### src/rtl/direct_mapped_dcache.sv
// Direct-mapped write-through data cache with multi-word line refill.
// Define DCACHE_STATS_EN to add the hit_count/miss_count outputs.
module direct_mapped_dcache #(
   parameter int NUM_SET         = 8,
   parameter int WORDS_PER_BLOCK = 4
) (
   input  logic        clk,
   input  logic        rst,
   input  logic        MemReadM,
   input  logic        MemWriteM,
   input  logic [31:0] ALUResultM,
   input  logic [31:0] WriteDataM,
   output logic [31:0] ReadDataM,
   output logic        Stall,
   output logic        mem_req,
   output logic        mem_we,
   output logic [31:0] mem_addr,
   output logic [31:0] mem_wdata,
   input  logic        mem_ack,
   input  logic [31:0] mem_rdata
`ifdef DCACHE_STATS_EN
   ,
   output logic [31:0] hit_count,
   output logic [31:0] miss_count
`endif
);

   localparam int W  = $clog2(WORDS_PER_BLOCK);
   localparam int S  = $clog2(NUM_SET);
   localparam int TW = 30 - W - S;
   localparam int CW = (W > 0) ? W : 1;

   typedef enum logic [1:0] {IDLE, REFILL, WRITE} state_t;

   state_t          state_q, state_d;
   logic [CW-1:0]   cnt_q, cnt_d;
   logic            wr_done_q, wr_done_d;
   logic [NUM_SET-1:0] valid_q;
   logic [TW-1:0]   tag_q  [NUM_SET];
   logic [31:0]     data_q [NUM_SET][WORDS_PER_BLOCK];

   logic [S-1:0]    set_idx;
   logic [TW-1:0]   tag_in;
   logic [CW-1:0]   word_idx;
   logic [31:0]     refill_addr;
   logic            hit, rd_req, wr_req, last;
   logic            fill_start, fill_word, fill_done, wr_upd;

   assign set_idx  = S'(ALUResultM >> (2 + W));
   assign tag_in   = TW'(ALUResultM >> (2 + W + S));
   assign word_idx = CW'(ALUResultM >> 2) & CW'(WORDS_PER_BLOCK - 1);
   assign refill_addr = (ALUResultM & ~32'(WORDS_PER_BLOCK * 4 - 1))
                      | (32'(cnt_q) << 2);

   assign hit    = valid_q[set_idx] && (tag_q[set_idx] == tag_in);
   assign rd_req = MemReadM && !MemWriteM;
   // A store already written through is not reissued while the
   // pipeline releases it.
   assign wr_req = MemWriteM && !wr_done_q;
   assign last   = (cnt_q == CW'(WORDS_PER_BLOCK - 1));

   assign fill_start = (state_q == IDLE) && (state_d == REFILL);
   assign fill_word  = (state_q == REFILL) && mem_ack;
   assign fill_done  = fill_word && last;
   assign wr_upd     = (state_q == WRITE) && mem_ack && hit;

   always_ff @(posedge clk or posedge rst) begin
      if (rst) begin
         state_q   <= IDLE;
         cnt_q     <= '0;
         wr_done_q <= 1'b0;
      end else begin
         state_q   <= state_d;
         cnt_q     <= cnt_d;
         wr_done_q <= wr_done_d;
      end
   end

   always_comb begin
      state_d   = state_q;
      cnt_d     = cnt_q;
      wr_done_d = 1'b0;
      unique case (state_q)
         IDLE: begin
            if (wr_req) begin
               state_d = WRITE;
            end else if (rd_req && !hit) begin
               state_d = REFILL;
               cnt_d   = '0;
            end
         end
         REFILL: begin
            if (mem_ack) begin
               cnt_d = cnt_q + 1'b1;
               if (last) state_d = IDLE;
            end
         end
         WRITE: begin
            if (mem_ack) begin
               state_d   = IDLE;
               wr_done_d = 1'b1;
            end
         end
         default: state_d = IDLE;
      endcase
   end

   always_comb begin
      Stall     = 1'b0;
      ReadDataM = '0;
      mem_req   = 1'b0;
      mem_we    = 1'b0;
      mem_addr  = '0;
      mem_wdata = '0;
      if (!rst) begin
         unique case (state_q)
            IDLE: begin
               Stall = wr_req || (rd_req && !hit);
               if (rd_req && hit) ReadDataM = data_q[set_idx][word_idx];
            end
            REFILL: begin
               Stall    = 1'b1;
               mem_req  = 1'b1;
               mem_addr = refill_addr;
            end
            WRITE: begin
               Stall     = 1'b1;
               mem_req   = 1'b1;
               mem_we    = 1'b1;
               mem_addr  = {ALUResultM[31:2], 2'b00};
               mem_wdata = WriteDataM;
            end
            default: Stall = 1'b0;
         endcase
      end
   end

   // Line stays invalid from the first refill word until the last.
   always_ff @(posedge clk or posedge rst) begin
      if (rst) begin
         valid_q <= '0;
      end else if (fill_start) begin
         valid_q[set_idx] <= 1'b0;
      end else if (fill_done) begin
         valid_q[set_idx] <= 1'b1;
      end
   end

   always_ff @(posedge clk) begin
      if (fill_word) data_q[set_idx][cnt_q] <= mem_rdata;
      if (fill_done) tag_q[set_idx] <= tag_in;
      if (wr_upd) data_q[set_idx][word_idx] <= WriteDataM;
   end

`ifdef DCACHE_STATS_EN
   logic [31:0] hit_q, miss_q;

   always_ff @(posedge clk or posedge rst) begin
      if (rst) begin
         hit_q  <= '0;
         miss_q <= '0;
      end else begin
         if (state_q == IDLE && rd_req && hit) hit_q <= hit_q + 1'b1;
         if (fill_start) miss_q <= miss_q + 1'b1;
      end
   end

   assign hit_count  = hit_q;
   assign miss_count = miss_q;
`endif

endmodule

### config.mk
export PLATFORM = sky130hd
export DESIGN_NAME = direct_mapped_dcache
export DESIGN_NICKNAME = d
export VERILOG_FILES = /design/src/rtl/direct_mapped_dcache.sv
export SDC_FILE = /design/constraint.sdc
export NUM_CORES = 1
export LEC_CHECK = 0
export CELL_PAD_IN_SITES_DETAIL_PLACEMENT = 0
export CELL_PAD_IN_SITES_GLOBAL_PLACEMENT = 1
export CORE_ASPECT_RATIO = 0.8
export CORE_UTILIZATION = 44
export CTS_CLUSTER_DIAMETER = 80
export DETAILED_ROUTE_END_ITERATION = 10
export GPL_TIMING_DRIVEN = 0
export PLACE_DENSITY_LB_ADDON = 0.1
export SLEW_MARGIN = 0
export SYNTH_ARGS = -nofsm -noshare
export SYNTH_HDL_FRONTEND = slang
export SYNTH_SLANG_ARGS = --single-unit
### constraint.sdc
create_clock -name clk -period 5.84 [get_ports clk]
set_input_delay 0.876 -clock clk [delete_from_list [all_inputs] [get_ports clk]]
set_output_delay 0.876 -clock clk [all_outputs]
set_load 0.005 [all_outputs]
# Word level (Yosys, flattened, before mapping)
# Memories as Yosys holds them, arrays and structs flattened.
# Cells that the tools add are included.
[word_totals]
reg_bits = 13
ramBits = 1224
inputBits = 101
output_inout_bits = 99
wordCells = 349
n_memories = 2
[op_classes]
n_addsub = 1
n_lt_le_gt_ge = 6
n_eq_ne = 8
muxes = 172
n_bitwise = 134
n_reduce_logical = 22
[mem_list]
columns = ["memory", "words", "word_bits", "read_ports", "rd_clocked_by_memory_dff", "write_ports", "line_no", "text"]
rows = [
  ["data_q", 8, 128, 1, 0, 1, "40", "logic [31:0] data_q [NUM_SET][WORDS_PER_BLOCK];"],
  ["tag_q", 8, 25, 1, 0, 1, "39", "logic [TW-1:0] tag_q [NUM_SET];"],
]
[op_table]
columns = ["op", "count"]
rows = [
  ["32-bit two-way mux", 10],
  ["128-bit two-way mux", 2],
  ["1-bit two-way mux", 141],
  ["32-bit demux with 2-bit select", 2],
  ["1-bit bitwise OR", 128],
  ["32-bit binary-select mux with 2-bit select", 1],
  ["32-bit case mux with 2 select lines", 1],
  ["32-bit by 4-bit bitwise OR with 32-bit output", 1],
  ["25-bit == test", 1],
  ["2-bit two-way mux", 8],
  ["8-bit two-way mux", 2],
  ["1-bit logical AND", 13],
  ["8-bit bitwise AND", 1],
  ["8-bit NOT", 1],
  ["8-bit bitwise OR", 1],
  ["3-bit greater-or-equal comparator (second input constant)", 2],
  ["3-bit by 1-bit less-than comparator with 1-bit output (second input constant)", 2],
  ["2-bit NOT with 3-bit output", 2],
  ["2-bit case mux with 3 select lines", 1],
  ["2-bit by 1-bit == test with 1-bit output (second input constant)", 2],
  ["2-bit == test (second input constant)", 2],
  ["3-bit by 4-bit less-than comparator with 1-bit output (second input constant)", 1],
  ["2-bit != test (second input constant)", 2],
  ["2-bit case mux with 2 select lines", 1],
  ["12 further kinds", 15],
]

# Depth between registers and ports, before layout
[logic_depth]
word_depth = 11
mapped_depth = 14
depth_no_buf = 8

# Worst setup path after synthesis
# OpenSTA, ideal clock, no wires.
[synth_timing]
path_kind = "input-to-reg"
from = "in ALUResultM[6]"
to = "mem data_q[0][0] (netlist name) (enable)"
setup_time_ns = 0.432
t_arrival_ns = 4.772
required_time_ns = 5.408
path_slack_ns = 0.636
cell_stages = 11
path_buffers = 4
cell_sequence = "clkbuf_1 -> buf_2 -> buf_1 -> mux4_2 -> mux2i_1 -> xor2_1 -> o2111ai_1 -> nor3b_2 -> nand3_1 -> clkbuf_1 -> a21oi_1"
[synth_between]
elab_chain_len = 7
elab_cells_between_ends = 9
classes_between = "eq/ne: 1; mux: 4; bitwise: 1; reduce/logical: 2; memory: 1"
[synth_rtl]
columns = ["element", "line_no", "text"]
rows = [
  ["start, declared", "11", "input logic [31:0] ALUResultM,"],
  ["memory read 8 x 25 bit / 1-bit binary-select mux with 3-bit select (equally long branches)", "-", ""],
  ["25-bit == test / 1-bit two-way mux (equally long branches)", "55", "assign hit = valid_q[set_idx] && (tag_q[set_idx] == tag_in);"],
  ["1-bit logical AND", "55", ""],
  ["1-bit logical AND", "65", "assign wr_upd = (state_q == WRITE) && mem_ack && hit;"],
  ["1-bit two-way mux", "152", "if (wr_upd) data_q[set_idx][word_idx] <= WriteDataM;"],
  ["128-bit two-way mux (implied by the code)", "152", ""],
  ["1-bit bitwise OR (no source line)", "-", ""],
  ["end, declared", "40", ""],
]
# Parallel ways exist; a longest one is shown, timed or not. The select of a mux whose other input is x is not followed.

# Final worst setup path
[layout_timing]
from = "in ALUResultM[3]"
to = "out ReadDataM[6]"
[layout_between]
elab_chain_len = 7
[layout_rtl]
columns = ["element", "line_no", "text"]
rows = [
  ["2-bit NOT with 3-bit output (implied by the code)", "119", "if (rd_req && hit) ReadDataM = data_q[set_idx][word_idx];"],
  ["32-bit binary-select mux with 2-bit select", "119", ""],
  ["32-bit two-way mux (implied by the code) (2 in a row)", "119", ""],
  ["32-bit two-way mux", "119", ""],
  ["32-bit two-way mux", "116", "unique case (state_q)"],
  ["32-bit two-way mux", "115", "if (!rst) begin"],
  ["end, declared", "13", "output logic [31:0] ReadDataM,"],
]
# Every way passes these cells. The select of a mux whose other input is x is not followed.

==> impl_metrics.ini <==
[timing]
fmax_ghz = 0.1668
setup_viol = 4
period_share = 1.026
whs_ps = 546.8
layout_min_cycle_time_ps = 5994
rsz0062_at_grt = true
tightest_slew_ps = 1432
hold_violations = 0
layout_setup_ws_ps = -153.8
skew_ps = 34.08
drv_slew = 0
maxSlewHeadroom = 0.04548

[worst_setup_path]
critPathLaunchType = primary input
reg2reg_depth = 10
critPathKind = in -> out
rrSetupSlack_ps = 1010
crit_fanout = 10
cp-end-kind = primary output
cp_data_arrival_time_ps = 5120
worst_ep_required_time_ps = 4960
r2r-start = tag_q[7][16]
r2r-end = data_q[2][11]

[die]
rows = 108
ios = 200
fp.dieArea_um2 = 111600
design.core.area_um2 = 108900
start_util = 0.4454
fp.dieW_um = 373.2
die_h_um = 299.0

[global_route]
grt_usage = 0.3295
first_global_vias = 29790
grt_max_degree = 20
antenna_found_initial = 7
grt_first_pass_wirelength_um = 248800
grt_overflow = 0

[pwr]
switching_share = 0.2332
ir_drop_mv = 0.2149
p_per_area_nw_per_um2 = 330.0
p_sw_w = 0.004530
p_int_w = 0.01489
share_seq_of_total_power = 0.507
pwr-share-clk = 0.407
p_leak_nw = 18.89
totalPowerFinal_w = 0.01942
p_comb_frac = 0.086

[place]
post-dp-hpwl_um = 125200
dp_cells = 4488
place_congestion = 0.8734
dpl_worst_slack_ps = -2287
io_buffers = 192

[synth]
synthFlopType = edfxtp_1
yosys_warnings = 0
yosysSeqAreaShare = 0.7644
yosys.area.top_type = edfxtp_1
synth_area_leaders = edfxtp_1, o22ai_1, mux2_2
synth_edf_count = 1224
synth_cells = 2791
yosysUniqueCellTypes = 60
synth_area_per_cell_um2 = 17.38
synth_top_cell_area_share = 0.7577
synth_area_um2 = 48510
async_flop_share = 0.01051
ys_ff_latch = 1237

[clocking]
clk_latency_ps = 770
cts_sinks = 1237
holdBufCountCts = 0
cts_buffer_depth = 3
cts_buffers = 130
root_buffer = clkbuf_16
cts_tree = done
path_clk_slew_ps = 60
cts_htree_levels = 4

[final_layout]
fin_cells = 4718
layout_commonest_cell = edfxtp_1
nets = 3300
register_area_um2 = 37080
layout-drive-gt1-share = 0.2140
most-common-layout-cells = edfxtp_1, o22ai_1, clkdlybuf4s50_1
post-route-util = 0.5404
multi_input_area_um2 = 11140
num-fill-cells = 8593
area_growth_pct = 21.34

[detailed_routing]
initialDrtViolationCount = 5163
wl_per_cell_um = 39.08
routed_via_density = 6.670
drt_wl_total_um = 184400
antenna_left = 0
num_vias = 31469
dr.pass1.iters = 6
drc = 0

[outcome]
status = finished with violations
violations = negative setup slack

[run]
maxCapViolCount = 0

[min_path]
whs_path_depth = 1
hold_class = reg -> reg
-- per-layer routing --
| metal | up-vias | global-route usage | part of all wire |
|---|---|---|---|
| met5 | - | 0 | 0.00091 |
| met4 | 4 | 0.1248 | 0.041 |
| met3 | 380 | 0.07695 | 0.12 |
| met2 | 2368 | 0.4800 | 0.43 |
| met1 | 16454 | 0.4818 | 0.40 |
| li1 | 12263 | - | - |
-- layout make-up --
class                   count  share of cell area
flip-flops and latches   1237              0.6300
multi-input cells        1359              0.1893
repair buffers            271             0.06320
clock buffers             169             0.05920
well taps                1430             0.03040
plain buffers             182             0.01930
clock inverters            57            0.007844
inverters                  10           0.0006377
diodes                      3           0.0001275
-- kinds of logic after synthesis --
kind of cell               after synthesis  share of synthesized area
AOI/OAI and AO/OA                      595                    0.08218
xor gates and xnor gates                22                   0.003972
adders and majority gates                8                   0.002063
buffers and inverters                  196                    0.01646
DFF                                   1237                     0.7644
muxes                                  323                    0.08780
other                                    1                 0.00007730
and+or+nand+nor                        409                    0.04307
-- state kept, by name, summed over array words and instances, names as in the netlist, named ones only --
signal	flops
state_q	2
tag_q	200
wr_done_q	1
cnt_q	2
data_q	1024
-- critical path, cell delays in order --
cell             delay, ps
clkbuf_1               550
clkbuf_2               580
clkdlybuf4s15_1        950
clkbuf_1               950
o21ai_0                370
o311a_1                320
clkdlybuf4s50_1        480
-- synthesized netlist by cell type, types with 12 or more instances --
cell type,instances
buf_2,35
nor4_1,51
buf_1,49
and2_1,75
nand3_1,16
edfxtp_1,1224
nor3_1,27
o221ai_1,44
o22ai_1,316
nor2_1,141
o22a_1,31
nand2_1,40
clkbuf_1,98
mux2_2,163
dfrtp_1,13
mux2i_1,88
o211ai_1,18
nand2b_1,12
xor2_1,22
a211oi_1,18
mux4_2,65
or4_1,12
o21ai_0,21
a21oi_1,82
-- metrics by stage --
step	instance area, um^2	TNS [ps]
floorplan	48510	0
global placement	52230	-4622560
detailed placement	54330	-873850
CTS	58740	-3.364
global route	58850	-1.747
finish	58860	-272.8
-- how the worst max path moves through the flow --
stage	end	startpoint	cells past startpoint	slack, ps
floorplan	data_q[0][0]	ALUResultM[6]	11	640
global placement	data_q[6][55]	ALUResultM[5]	10	-4250
detailed placement	ReadDataM[4]	ALUResultM[5]	11	-2290
CTS	ReadDataM[3]	ALUResultM[5]	12	-3
global route	ReadDataM[30]	ALUResultM[5]	15	-2
finish	ReadDataM[6]	ALUResultM[3]	7	-150
-- power groups by stage --
stage / clock network (W) / registers (W) / logic, W
after floorplan: 0 / 0.0100 / 0.000733
after global placement: 0 / 0.0100 / 0.00152
after detailed placement: 0 / 0.0100 / 0.00160
after CTS: 0.00792 / 0.00984 / 0.00163
after global routing: 0.00826 / 0.00984 / 0.00174
final: 0.00791 / 0.00984 / 0.00168
-- what timing repair did --
item,in CTS,in global routing
pin swaps,2,0
resized for setup,272,30
setup endpoints to repair,201,25
buffers inserted,1,4
Power figures use the tool's default switching activity.
